===== src/rtl/swervolf_gpio_pkg.sv =====
// swervolf_gpio_pkg: register offsets, bus width and byte-select helper for the GPIO input block
package swervolf_gpio_pkg;

    localparam int DW = 32;

    localparam logic [1:0] REG_DATA   = 2'd0;
    localparam logic [1:0] REG_RISE   = 2'd1;
    localparam logic [1:0] REG_FALL   = 2'd2;
    localparam logic [1:0] REG_STATUS = 2'd3;

    function automatic logic [DW-1:0] byte_mask(input logic [3:0] sel);
        return {{8{sel[3]}}, {8{sel[2]}}, {8{sel[1]}}, {8{sel[0]}}};
    endfunction

endpackage


===== src/rtl/swervolf_gpio_debounce.sv =====
// swervolf_gpio_debounce: one pin's 2-FF synchronizer plus tick-driven debounce (SWERVOLF_GPIO_DEBOUNCE_EN)
module swervolf_gpio_debounce
`ifdef SWERVOLF_GPIO_DEBOUNCE_EN
#(
    parameter int DB_COUNT = 10
)
`endif
(
    input  logic i_clk,
    input  logic i_rst,
    input  logic i_pin,
`ifdef SWERVOLF_GPIO_DEBOUNCE_EN
    input  logic i_tick,
`endif
    output logic o_deb
);

    logic [1:0] sync_q;

    // two-flop synchronizer for the asynchronous board pin
    always_ff @(posedge i_clk or posedge i_rst)
        if (i_rst) sync_q <= '0;
        else sync_q <= {sync_q[0], i_pin};

`ifdef SWERVOLF_GPIO_DEBOUNCE_EN
    localparam int CW = $clog2(DB_COUNT + 1);

    logic [CW-1:0] cnt_q;
    logic          deb_q;

    // count ticks of disagreement; any agreement restarts the count, so short glitches never land
    always_ff @(posedge i_clk or posedge i_rst)
        if (i_rst) begin
            cnt_q <= '0;
            deb_q <= 1'b0;
        end else if (sync_q[1] == deb_q) begin
            cnt_q <= '0;
        end else if (i_tick) begin
            if (cnt_q == CW'(DB_COUNT - 1)) begin
                deb_q <= sync_q[1];
                cnt_q <= '0;
            end else begin
                cnt_q <= cnt_q + 1'b1;
            end
        end

    assign o_deb = deb_q;
`else
    assign o_deb = sync_q[1];
`endif

endmodule


===== src/rtl/swervolf_gpio_in.sv =====
// swervolf_gpio_in: input GPIO with edge-triggered sticky status, level IRQ and Wishbone slave; debounce via SWERVOLF_GPIO_DEBOUNCE_EN
module swervolf_gpio_in
    import swervolf_gpio_pkg::*;
#(
    parameter int N        = 8,
    parameter int TICK_DIV = 25000,
    parameter int DB_COUNT = 10
) (
    input  logic          i_clk,
    input  logic          i_rst,
    input  logic [N-1:0]  i_gpio,
    input  logic [1:0]    i_wb_adr,
    input  logic [DW-1:0] i_wb_dat,
    input  logic [3:0]    i_wb_sel,
    input  logic          i_wb_we,
    input  logic          i_wb_cyc,
    input  logic          i_wb_stb,
    output logic [DW-1:0] o_wb_rdt,
    output logic          o_wb_ack,
    output logic          o_irq
);

    if (N < 1 || N > 32 || TICK_DIV < 1 || DB_COUNT < 1 || DB_COUNT > 255) begin : g_bad_cfg
        $error("swervolf_gpio_in: parameter out of range");
    end

    logic [N-1:0]  deb, deb_q, rise_en_q, rise_en_d, fall_en_q, fall_en_d, status_q, status_d, clr;
    logic [DW-1:0] wmask, rdata, rdt_q;
    logic          ack_q, req, wr;

`ifdef SWERVOLF_GPIO_DEBOUNCE_EN
    localparam int PW = TICK_DIV > 1 ? $clog2(TICK_DIV) : 1;

    logic [PW-1:0] pre_q;
    logic          tick;

    assign tick = pre_q == PW'(TICK_DIV - 1);

    // free-running prescaler: one debounce sample tick every TICK_DIV clocks
    always_ff @(posedge i_clk or posedge i_rst)
        if (i_rst) pre_q <= '0;
        else pre_q <= tick ? '0 : pre_q + 1'b1;

    for (genvar i = 0; i < N; i++) begin : g_pin
        swervolf_gpio_debounce #(.DB_COUNT(DB_COUNT)) u_deb (
            .i_clk  (i_clk),
            .i_rst  (i_rst),
            .i_pin  (i_gpio[i]),
            .i_tick (tick),
            .o_deb  (deb[i])
        );
    end
`else
    for (genvar i = 0; i < N; i++) begin : g_pin
        swervolf_gpio_debounce u_deb (
            .i_clk  (i_clk),
            .i_rst  (i_rst),
            .i_pin  (i_gpio[i]),
            .o_deb  (deb[i])
        );
    end
`endif

    assign req   = i_wb_cyc & i_wb_stb & ~ack_q;
    assign wr    = req & i_wb_we;
    assign wmask = byte_mask(i_wb_sel);

    // register writes, W1C with set-wins priority, and read mux
    always_comb begin
        rise_en_d = (wr && i_wb_adr == REG_RISE) ? N'((DW'(rise_en_q) & ~wmask) | (i_wb_dat & wmask)) : rise_en_q;
        fall_en_d = (wr && i_wb_adr == REG_FALL) ? N'((DW'(fall_en_q) & ~wmask) | (i_wb_dat & wmask)) : fall_en_q;
        clr       = (wr && i_wb_adr == REG_STATUS) ? N'(i_wb_dat & wmask) : '0;
        status_d  = (status_q & ~clr) | (deb & ~deb_q & rise_en_q) | (~deb & deb_q & fall_en_q);
        rdata     = i_wb_adr == REG_DATA ? DW'(deb) :
                    i_wb_adr == REG_RISE ? DW'(rise_en_q) :
                    i_wb_adr == REG_FALL ? DW'(fall_en_q) : DW'(status_q);
    end

    // state registers; read data is captured alongside the single-cycle ack
    always_ff @(posedge i_clk or posedge i_rst)
        if (i_rst) begin
            deb_q     <= '0;
            rise_en_q <= '0;
            fall_en_q <= '0;
            status_q  <= '0;
            ack_q     <= 1'b0;
            rdt_q     <= '0;
        end else begin
            deb_q     <= deb;
            rise_en_q <= rise_en_d;
            fall_en_q <= fall_en_d;
            status_q  <= status_d;
            ack_q     <= req;
            rdt_q     <= req ? rdata : '0;
        end

    assign o_wb_ack = ack_q;
    assign o_wb_rdt = rdt_q;
    assign o_irq    = |status_q;

endmodule


===== config.mk =====
export PLATFORM = sky130hd
export DESIGN_NAME = swervolf_gpio_in
export DESIGN_NICKNAME = d
export VERILOG_FILES = /design/src/rtl/swervolf_gpio_pkg.sv /design/src/rtl/swervolf_gpio_debounce.sv /design/src/rtl/swervolf_gpio_in.sv
export SDC_FILE = /design/constraint.sdc
export NUM_CORES = 1
export LEC_CHECK = 0
export CORE_ASPECT_RATIO = 0.9
export CORE_UTILIZATION = 35
export CTS_CLUSTER_SIZE = 30
export DETAILED_ROUTE_END_ITERATION = 10
export PLACE_DENSITY_LB_ADDON = 0.05
export SYNTH_ARGS = -nofsm -noshare
export SYNTH_HDL_FRONTEND = slang
export SYNTH_HIERARCHICAL = 1
export SYNTH_SLANG_ARGS = --single-unit

===== constraint.sdc =====
create_clock -name i_clk -period 1.5 [get_ports i_clk]
set_input_delay 0.3 -clock i_clk [delete_from_list [all_inputs] [get_ports i_clk]]
set_output_delay 0.3 -clock i_clk [all_outputs]
set_load 0.01 [all_outputs]

After elaboration in Yosys (flattened, before gate mapping)
Cells that the tools add are included.
{ "word_totals": {"word_cells": 47, "memories": 0, "register_bits": 57, "out_inout_bits": 34, "in_bits": 51, "ram_bits": 0, "latchBits": 0, "rom_bits": 0} }
{ "classes": {"mul": 0, "bitwise": 20, "reduce_logical": 5, "div_mod_pow": 0, "addsub": 0, "muxes": 5, "magnitude_cmp": 0, "shift": 0, "eq_ne": 3} }
{ "op_table": {"columns": ["op", "n"], "rows": [
  ["AND 8 bit", 8],
  ["two-way mux 8 bit", 5],
  ["inverter 8 bit", 4],
  ["bitwise OR 8 bit", 4],
  ["OR reduction 8 bit", 1],
  ["equality test 2 bit, second input constant", 2],
  ["AND 1 bit", 3],
  ["logical AND 1 bit", 3],
  ["equality test 2 x 1 -> 1 bit, second input constant", 1],
  ["zero test 2 bit", 1],
  ["inverter 1 bit", 1]
]} }

Longest topological paths before layout
Gate-level depths: netlist (run 1).
{ "logic_depth": {"depth_word": 9, "depth_mapped": 5, "ltp_nobuf": 4} }

Cells and area by module
Netlist (run 1), hierarchy kept.
{ "modules_own_cells": {"columns": ["module", "seq_area_each_um2", "cells_each", "instances", "area_each_um2"], "rows": [
  ["swervolf_gpio_in", 1026.0, 153, 1, 2010.7],
  ["swervolf_gpio_debounce", 50.0, 3, 8, 53.8]
]} }

Least setup slack after synthesis (run 1)
No wires, ideal clock.
{ "synth_path": {"path_type": "register -> register", "from": "register ack_q (netlist: o_wb_ack)", "to": "register (tool-made name)", "arrival_ns": 1.422, "setup_ns": 0.125, "period_less_slack_ns": 1.547, "path_buffers": 0, "stages_incl_launch_ff": 4, "path_slack_ns": -0.047, "required_ns": 1.375, "cell_sequence": "dfrtp_1 -> nand3b_4 -> nor4b_4 -> mux2_2"} }
{ "synth_lines": {"columns": ["item", "line", "text"], "rows": [
  ["from (decl)", "swervolf_gpio_in.sv:29", "logic ack_q, req, wr;"],
  ["from (signal assigned)", "swervolf_gpio_in.sv:93", "ack_q <= req;"]
]} }

Worst setup path after layout (run 1)
{ "layout_path": {"from": "register status_q[2]", "to": "output port o_irq"} }
{ "layout_between": {"elab_chain_len": 1} }
{ "layout_rtl": {"columns": ["item", "line", "text"], "rows": [
  ["from (decl)", "swervolf_gpio_in.sv:27", "logic [N-1:0] deb, deb_q, rise_en_q, rise_en_d, fall_en_q, fall_en_d, status_q, status_d, clr;"],
  ["from (signal assigned)", "swervolf_gpio_in.sv:92", "status_q <= status_d;"],
  ["OR reduction 8 bit", "swervolf_gpio_in.sv:99", "assign o_irq = |status_q;"],
  ["to (decl)", "swervolf_gpio_in.sv:20", "output logic o_irq"]
]} }
Every way passes these cells.

==> results of run 1 <==
==> final timing paths <==
check	from	endpoint	slack, ps
setup / recovery	status_q[2]	o_irq	-190
max in group asynchronous	i_rst	deb_q[0]	920
hold / removal	i_rst	g_pin[6].u_deb/sync_q[1]	350
hold reg to reg	g_pin[6].u_deb/sync_q[0]	g_pin[6].u_deb/sync_q[1]	350
min in group i_clk	g_pin[6].u_deb/sync_q[0]	g_pin[6].u_deb/sync_q[1]	350
setup reg to reg	o_wb_ack	register	10
==> cell families after synthesis <==
logic type      count (synthesis)  share of synthesized area [%]
simple gates                   40                          11.28
buf+inv                        39                          10.05
other cells                     1                         0.1536
compound gates                 16                          4.101
mux                            24                          15.99
flops                          57                          58.43
==> repair_timing <==
action | CTS | global route
buffers inserted | 0 | 1
gates resized for setup | 26 | 11
endpoints found under the hold margin | 0 | 0
pin swaps | 3 | 2
endpoints found under the setup margin | 40 | 19
==> Yosys cell counts, types with 2 or more instances <==
| library cell | n |
|---|---|
| dfrtp_1 | 57 |
| buf_4 | 24 |
| mux2_2 | 16 |
| inv_1 | 10 |
| nand2_1 | 10 |
| a21o_1 | 8 |
| and2_1 | 8 |
| mux4_1 | 8 |
| nand3_1 | 8 |
| nand3b_1 | 8 |
| o21ai_0 | 8 |
| clkbuf_1 | 2 |
| nor4_1 | 2 |
==> cell type report <==
class                      instances  share of cell area, %
sequential                        57                  44.12
multi-input combinational        104                  28.95
timing repair buffer              54                  15.75
clock buffer                      14                  5.341
tap                               90                  3.483
inverter                          11                  1.277
clock inverter                     2                  1.084
==> metal layers <==
metal,wire (um),vias up
met1,2204,775
met3,258,9
li1,-,689
met5,0,-
met4,93,0
met2,2562,66
==> power groups by stage <==
stage / Combinational [mW] / Sequential [mW] / Clock [mW]
floorplan: 0.330 / 1.82 / 0
global placement: 0.491 / 1.84 / 0
detailed placement: 0.508 / 1.85 / 0
CTS: 0.518 / 1.83 / 1.52
global route: 0.599 / 1.86 / 1.59
finish: 0.544 / 1.84 / 1.48
==> metrics by stage <==
stage	hold slack (ps)	utilization, %	setup TNS (ps)	worst slack (ps)	total power, mW
floorplan	41.18	-	-641.4	-47.30	2.148
global placement	335.4	44.30	-13650	-439.8	2.334
detailed placement	336.3	44.30	-13520	-450.6	2.359
CTS	338.6	47.80	-334.3	-244.6	3.870
global route	342.3	48.57	-727.0	-255.3	4.047
finish	347.6	48.57	-191.9	-191.9	3.867
==> worst reg2reg max path, stage by stage, from the launching register on <==
cell      delay, ps
dfrtp_1         380
nand3b_4        190
nor4b_4         310
buf_6           190
mux2_4          310
==> results.sh, run 1 <==
export IMPL_cp_top_family="flip-flops"
export IMPL_path_depth=4
export IMPL_place_area_um2=2949
export IMPL_hold_viol_final=0
export IMPL_worst_path_largest_cell_delay_ps=410
export IMPL_p_seq_share_pct=47.6
export IMPL_ys_ff_latch=57
export IMPL_root_buffer="clkbuf_8"
export IMPL_h_tree_depth=3
export IMPL_cts_tree="built"
export IMPL_grt_pass1_vias=1677
export IMPL_syn_inst=177
export IMPL_synth_largest_area_cell="dfrtp_1"
export IMPL_dieArea_um2=7313
export IMPL_finalWirelength_um=5118
export IMPL_arrival_ps=1390
export IMPL_period_needed_ps=1692
export IMPL_clockBufferDepth=2
export IMPL_combPwrFrac_pct=14.1
export IMPL_criticalPathCategory="register to output pin"
export IMPL_syn_area_um2=2441
export IMPL_num_fill_cells=615
export IMPL_fmax_mhz=591.1
export IMPL_drc=0
export IMPL_use_met2_pct=26.56
export IMPL_hpwl_um=3457
export IMPL_worst_slack_ps=-191.9
export IMPL_drt_pass1_iterations=4
export IMPL_fin_crit_sh_pct=112.8
export IMPL_die_w_um=90.03
export IMPL_multiInputGateArea_um2=935.9
export IMPL_dp_cells=315
export IMPL_p_switching_uw=919.3
export IMPL_worst_clock_skew_ps=4.375
export IMPL_yosys_area_top_type_share_pct=58.43
export IMPL_hp_class="input pin to asynchronous set/reset pin"
export IMPL_finalInstanceArea_um2=3233
export IMPL_rsz0062_at_grt="true"
export IMPL_insertion_delay_ps=330
export IMPL_vdd_ir_drop_max_uv=562.8
export IMPL_area_growth_pct=32.44
export IMPL_gp_congestion=0.7456
export IMPL_setup_violations=1
export IMPL_grt_max_degree=42
export IMPL_grt_busiest_layer="met2"
export IMPL_power_density_nw_per_um2=1196
export IMPL_async_reset_ff_share_pct=100.0
export IMPL_swShare_pct=23.77
export IMPL_final_common_cell="dfrtp_1"
export IMPL_drt_initial_drc_count=69
export IMPL_vias=1539
export IMPL_num_io_pins=85
export IMPL_netlist_top_cells_area="dfrtp_1 58%, mux4_1 8.6%, buf_4 7.4%, mux2_2 7.4%, a21o_1 2.5%"
export IMPL_core_region_area_um2=6656
export IMPL_regArea_um2=1426
export IMPL_nets=288
export IMPL_ys_flop_type="dfrtp_1"
export IMPL_reg2reg_depth=4
export IMPL_ys_warn_count=6
export IMPL_violations="negative setup slack"
export IMPL_syn_area_per_cell_um2=13.79
export IMPL_drive_gt1_share_pct=24.79
export IMPL_globalRouteMet3Util_pct=6.648
export IMPL_cts_buffers=9
export IMPL_antenna_found_initial=0
export IMPL_holdBufCountCts=0
export IMPL_drv_cap=0
export IMPL_p_int_mw=2.948
export IMPL_yosysUniqueCellTypes=21
export IMPL_leakage_nw=1.556
export IMPL_postRouteAntennaNets=0
export IMPL_clkSinkCount=57
export IMPL_initial_utilization_pct=36.67
export IMPL_met1_usage_pct=17.97
export IMPL_clkSlewWorstSetupHoldPaths_ps=60
export IMPL_crit_fanout=2
export IMPL_antenna_cells=0
export IMPL_final_cell_count_no_fill=332
export IMPL_cp_end_kind="output pin"
export IMPL_cp_start_kind="register"
export IMPL_required_ps=1200
export IMPL_cp_buffers_inverters=2
export IMPL_slew_violations=0
export IMPL_grt_pass1_wl_um=8452
export IMPL_placement_io_buffers=33
export IMPL_final_cell_mix="57 x dfrtp_1, 24 x conb_1, 19 x clkdlybuf4s50_1"
export IMPL_status="complete, but fails checks"
export IMPL_clockPowerShare_pct=38.3
export IMPL_die_height_um=81.23
export IMPL_crit_slowest_cell="dfrtp_1"
export IMPL_crit_chain="nor4_4 -> buf_4 -> nand2_2 -> buf_6"
export IMPL_avgRoutedWirePerCell_um=15.42
export IMPL_viasPerCell=4.636
export IMPL_grtUsageTotal_pct=15.71
export IMPL_synth_edf_count=0
export IMPL_overflow=0
export IMPL_num_rows=28
export IMPL_synth_seq_area_share_pct=58.43
Note: power is estimated with default switching activity, not from simulation.
==> inputs of run 2 (changes only) <==
--- a/config.mk
+++ b/config.mk
@@ -6,9 +6,11 @@
 export NUM_CORES = 1
 export LEC_CHECK = 0
 export CORE_ASPECT_RATIO = 0.9
-export CORE_UTILIZATION = 35
+export CORE_UTILIZATION = 40
 export CTS_CLUSTER_SIZE = 30
 export DETAILED_ROUTE_END_ITERATION = 10
+export GPL_TIMING_DRIVEN = 0
+export HOLD_SLACK_MARGIN = 0.03
 export PLACE_DENSITY_LB_ADDON = 0.05
 export SYNTH_ARGS = -nofsm -noshare
 export SYNTH_HDL_FRONTEND = slang
==> run 2 against run 1 <==
Critical path type unchanged. Critical endpoint unchanged. Final cell count down 1.2%. Largest cell class unchanged. Clock power fell by 9%. Register-to-register slack worse by 20 ps. Count of clock-buffer cells in the layout stayed put. Critical path depth down 1. The flow finishes with violations (design-rule violations, negative setup slack). Flip-flop and latch count did not move. Combinational power hardly changed.
==> results.sh, run 2 (same netlist as run 1, synthesis figures left out) <==
export IMPL_worst_path_largest_cell_delay_ps=390
export IMPL_cp_top_family="simple AND/OR/NAND/NOR gates"
export IMPL_drt_pass1_iterations=9
export IMPL_die_w_um=84.35
export IMPL_cp_end_kind="output pin"
export IMPL_grtUsageTotal_pct=16.33
export IMPL_vias=1504
export IMPL_fin_crit_sh_pct=105.9
export IMPL_clkSinkCount=57
export IMPL_nets=304
export IMPL_tightestPinTransition_ps=728.3
export IMPL_holdBufCountCts=0
export IMPL_slew_headroom_pct=51.39
export IMPL_worst_clock_skew_ps=7.362
export IMPL_place_area_um2=2953
export IMPL_clkSlewWorstSetupHoldPaths_ps=60
export IMPL_cp_start_kind="register"
export IMPL_insertion_delay_ps=330
export IMPL_postRouteAntennaNets=0
export IMPL_required_ps=1200
export IMPL_cts_tree="built"
export IMPL_status="complete, but fails checks"
export IMPL_initial_utilization_pct=42.16
export IMPL_grt_max_degree=42
export IMPL_arrival_ps=1290
export IMPL_num_fill_cells=506
export IMPL_h_tree_depth=3
export IMPL_violations="design-rule violations, negative setup slack"
export IMPL_final_cell_mix="57 x dfrtp_1, 31 x buf_4, 24 x conb_1"
export IMPL_drt_initial_drc_count=43
export IMPL_root_buffer="clkbuf_8"
export IMPL_hold_viol_final=0
export IMPL_hp_class="register to register"
export IMPL_viasPerCell=4.585
export IMPL_avgRoutedWirePerCell_um=14.05
export IMPL_postLayoutCoreUtil_pct=57.07
export IMPL_worst_slack_ps=-89.22
export IMPL_multiInputGateArea_um2=930.9
export IMPL_finalWirelength_um=4607
export IMPL_overflow=0
export IMPL_area_growth_pct=35.37
export IMPL_antenna_cells=0
export IMPL_fmax_mhz=629.2
export IMPL_clockBufferDepth=2
export IMPL_drv_cap=0
export IMPL_dieArea_um2=6420
export IMPL_slew_violations=0
export IMPL_drc=10
export IMPL_final_common_cell="dfrtp_1"
export IMPL_die_height_um=76.11
export IMPL_leakage_nw=1.644
export IMPL_crit_slowest_cell="dfrtp_1"
export IMPL_criticalPathCategory="register to output pin"
export IMPL_power_density_nw_per_um2=1124
export IMPL_crit_fanout=2
export IMPL_drive_gt1_share_pct=30.62
export IMPL_num_rows=26
export IMPL_grt_pass1_wl_um=7748
export IMPL_cts_buffers=9
export IMPL_antenna_found_initial=0
export IMPL_hpwl_um=2982
export IMPL_regArea_um2=1426
export IMPL_gp_congestion=0.7139
export IMPL_vdd_ir_drop_max_uv=662.5
export IMPL_rsz0062_at_grt="true"
export IMPL_post_place_ws_ps=-790.5
export IMPL_core_region_area_um2=5791
export IMPL_crit_chain="nor4_2 -> nand2_1 -> buf_2"
export IMPL_period_needed_ps=1589
export IMPL_num_io_pins=85
export IMPL_finalInstanceArea_um2=3304
export IMPL_grt_pass1_vias=1525
export IMPL_setup_violations=7
export IMPL_placement_io_buffers=33
export IMPL_cp_buffers_inverters=1
## run 2: what timing repair did
| item | 4_1_cts | 5_1_grt |
|---|---|---|
| resized for setup | 28 | 15 |
| gates cloned | 1 | 0 |
| endpoints found under the setup margin | 27 | 69 |
| buffers inserted | 5 | 5 |
| pin swaps | 5 | 4 |
## run 2: power by group
group	internal (mW)	total (mW)	leakage (nW)	switching, mW
logic	0.347	0.545	0.858	0.198
clock network	0.775	1.34	0.102	0.570
registers	1.71	1.83	0.683	0.117
total	2.83	3.72	1.64	0.886
## run 2: final cells by class
class | count | area share, %
Buffer | 26 | 6.134
Clock buffer | 14 | 5.528
Clock inverter | 2 | 0.3029
Inverter | 11 | 1.401
Multi-Input combinational cell | 104 | 28.17
Sequential cell | 57 | 43.17
Tap cell | 70 | 2.651
Timing Repair Buffer | 44 | 12.65
## run 2: path summary, 6_finish.rpt
path | startpoint | to | slack [ps] | cells after the start
min in group asynchronous | i_rst | g_pin[3].u_deb/sync_q[1] | 480 | 2
worst min register to register | g_pin[1].u_deb/sync_q[0] | g_pin[1].u_deb/sync_q[1] | 340 | 0
worst max-delay path | status_q[0] | o_irq | -90 | 3
worst max register to register | o_wb_ack | register | -10 | 4
max in group asynchronous | i_rst | asynchronous set/reset pin | 290 | 2
worst min-delay path | g_pin[1].u_deb/sync_q[0] | g_pin[1].u_deb/sync_q[1] | 340 | 0
## run 2: through the flow
stage	setup TNS [ps]	power, mW	instances	hold slack, ps
after detailed placement	-31890	2.332	303	337.1
after global placement	-61770	2.323	303	332.1
after floorplan	-641.4	2.148	200	41.18
after CTS	-185.7	3.736	325	346.6
after global routing	-714.3	3.898	328	360.3
final	-139.2	3.715	328	343.1
## run 2: per-layer routing
layer / up-vias / global-route usage, % / share of wire, %
li1: 723 / - / -
met1: 730 / 20.29 / 45
met2: 47 / 25.82 / 48
met3: 4 / 6.826 / 6.5
met4: 0 / 5.593 / 0.74
met5: - / 0 / 0
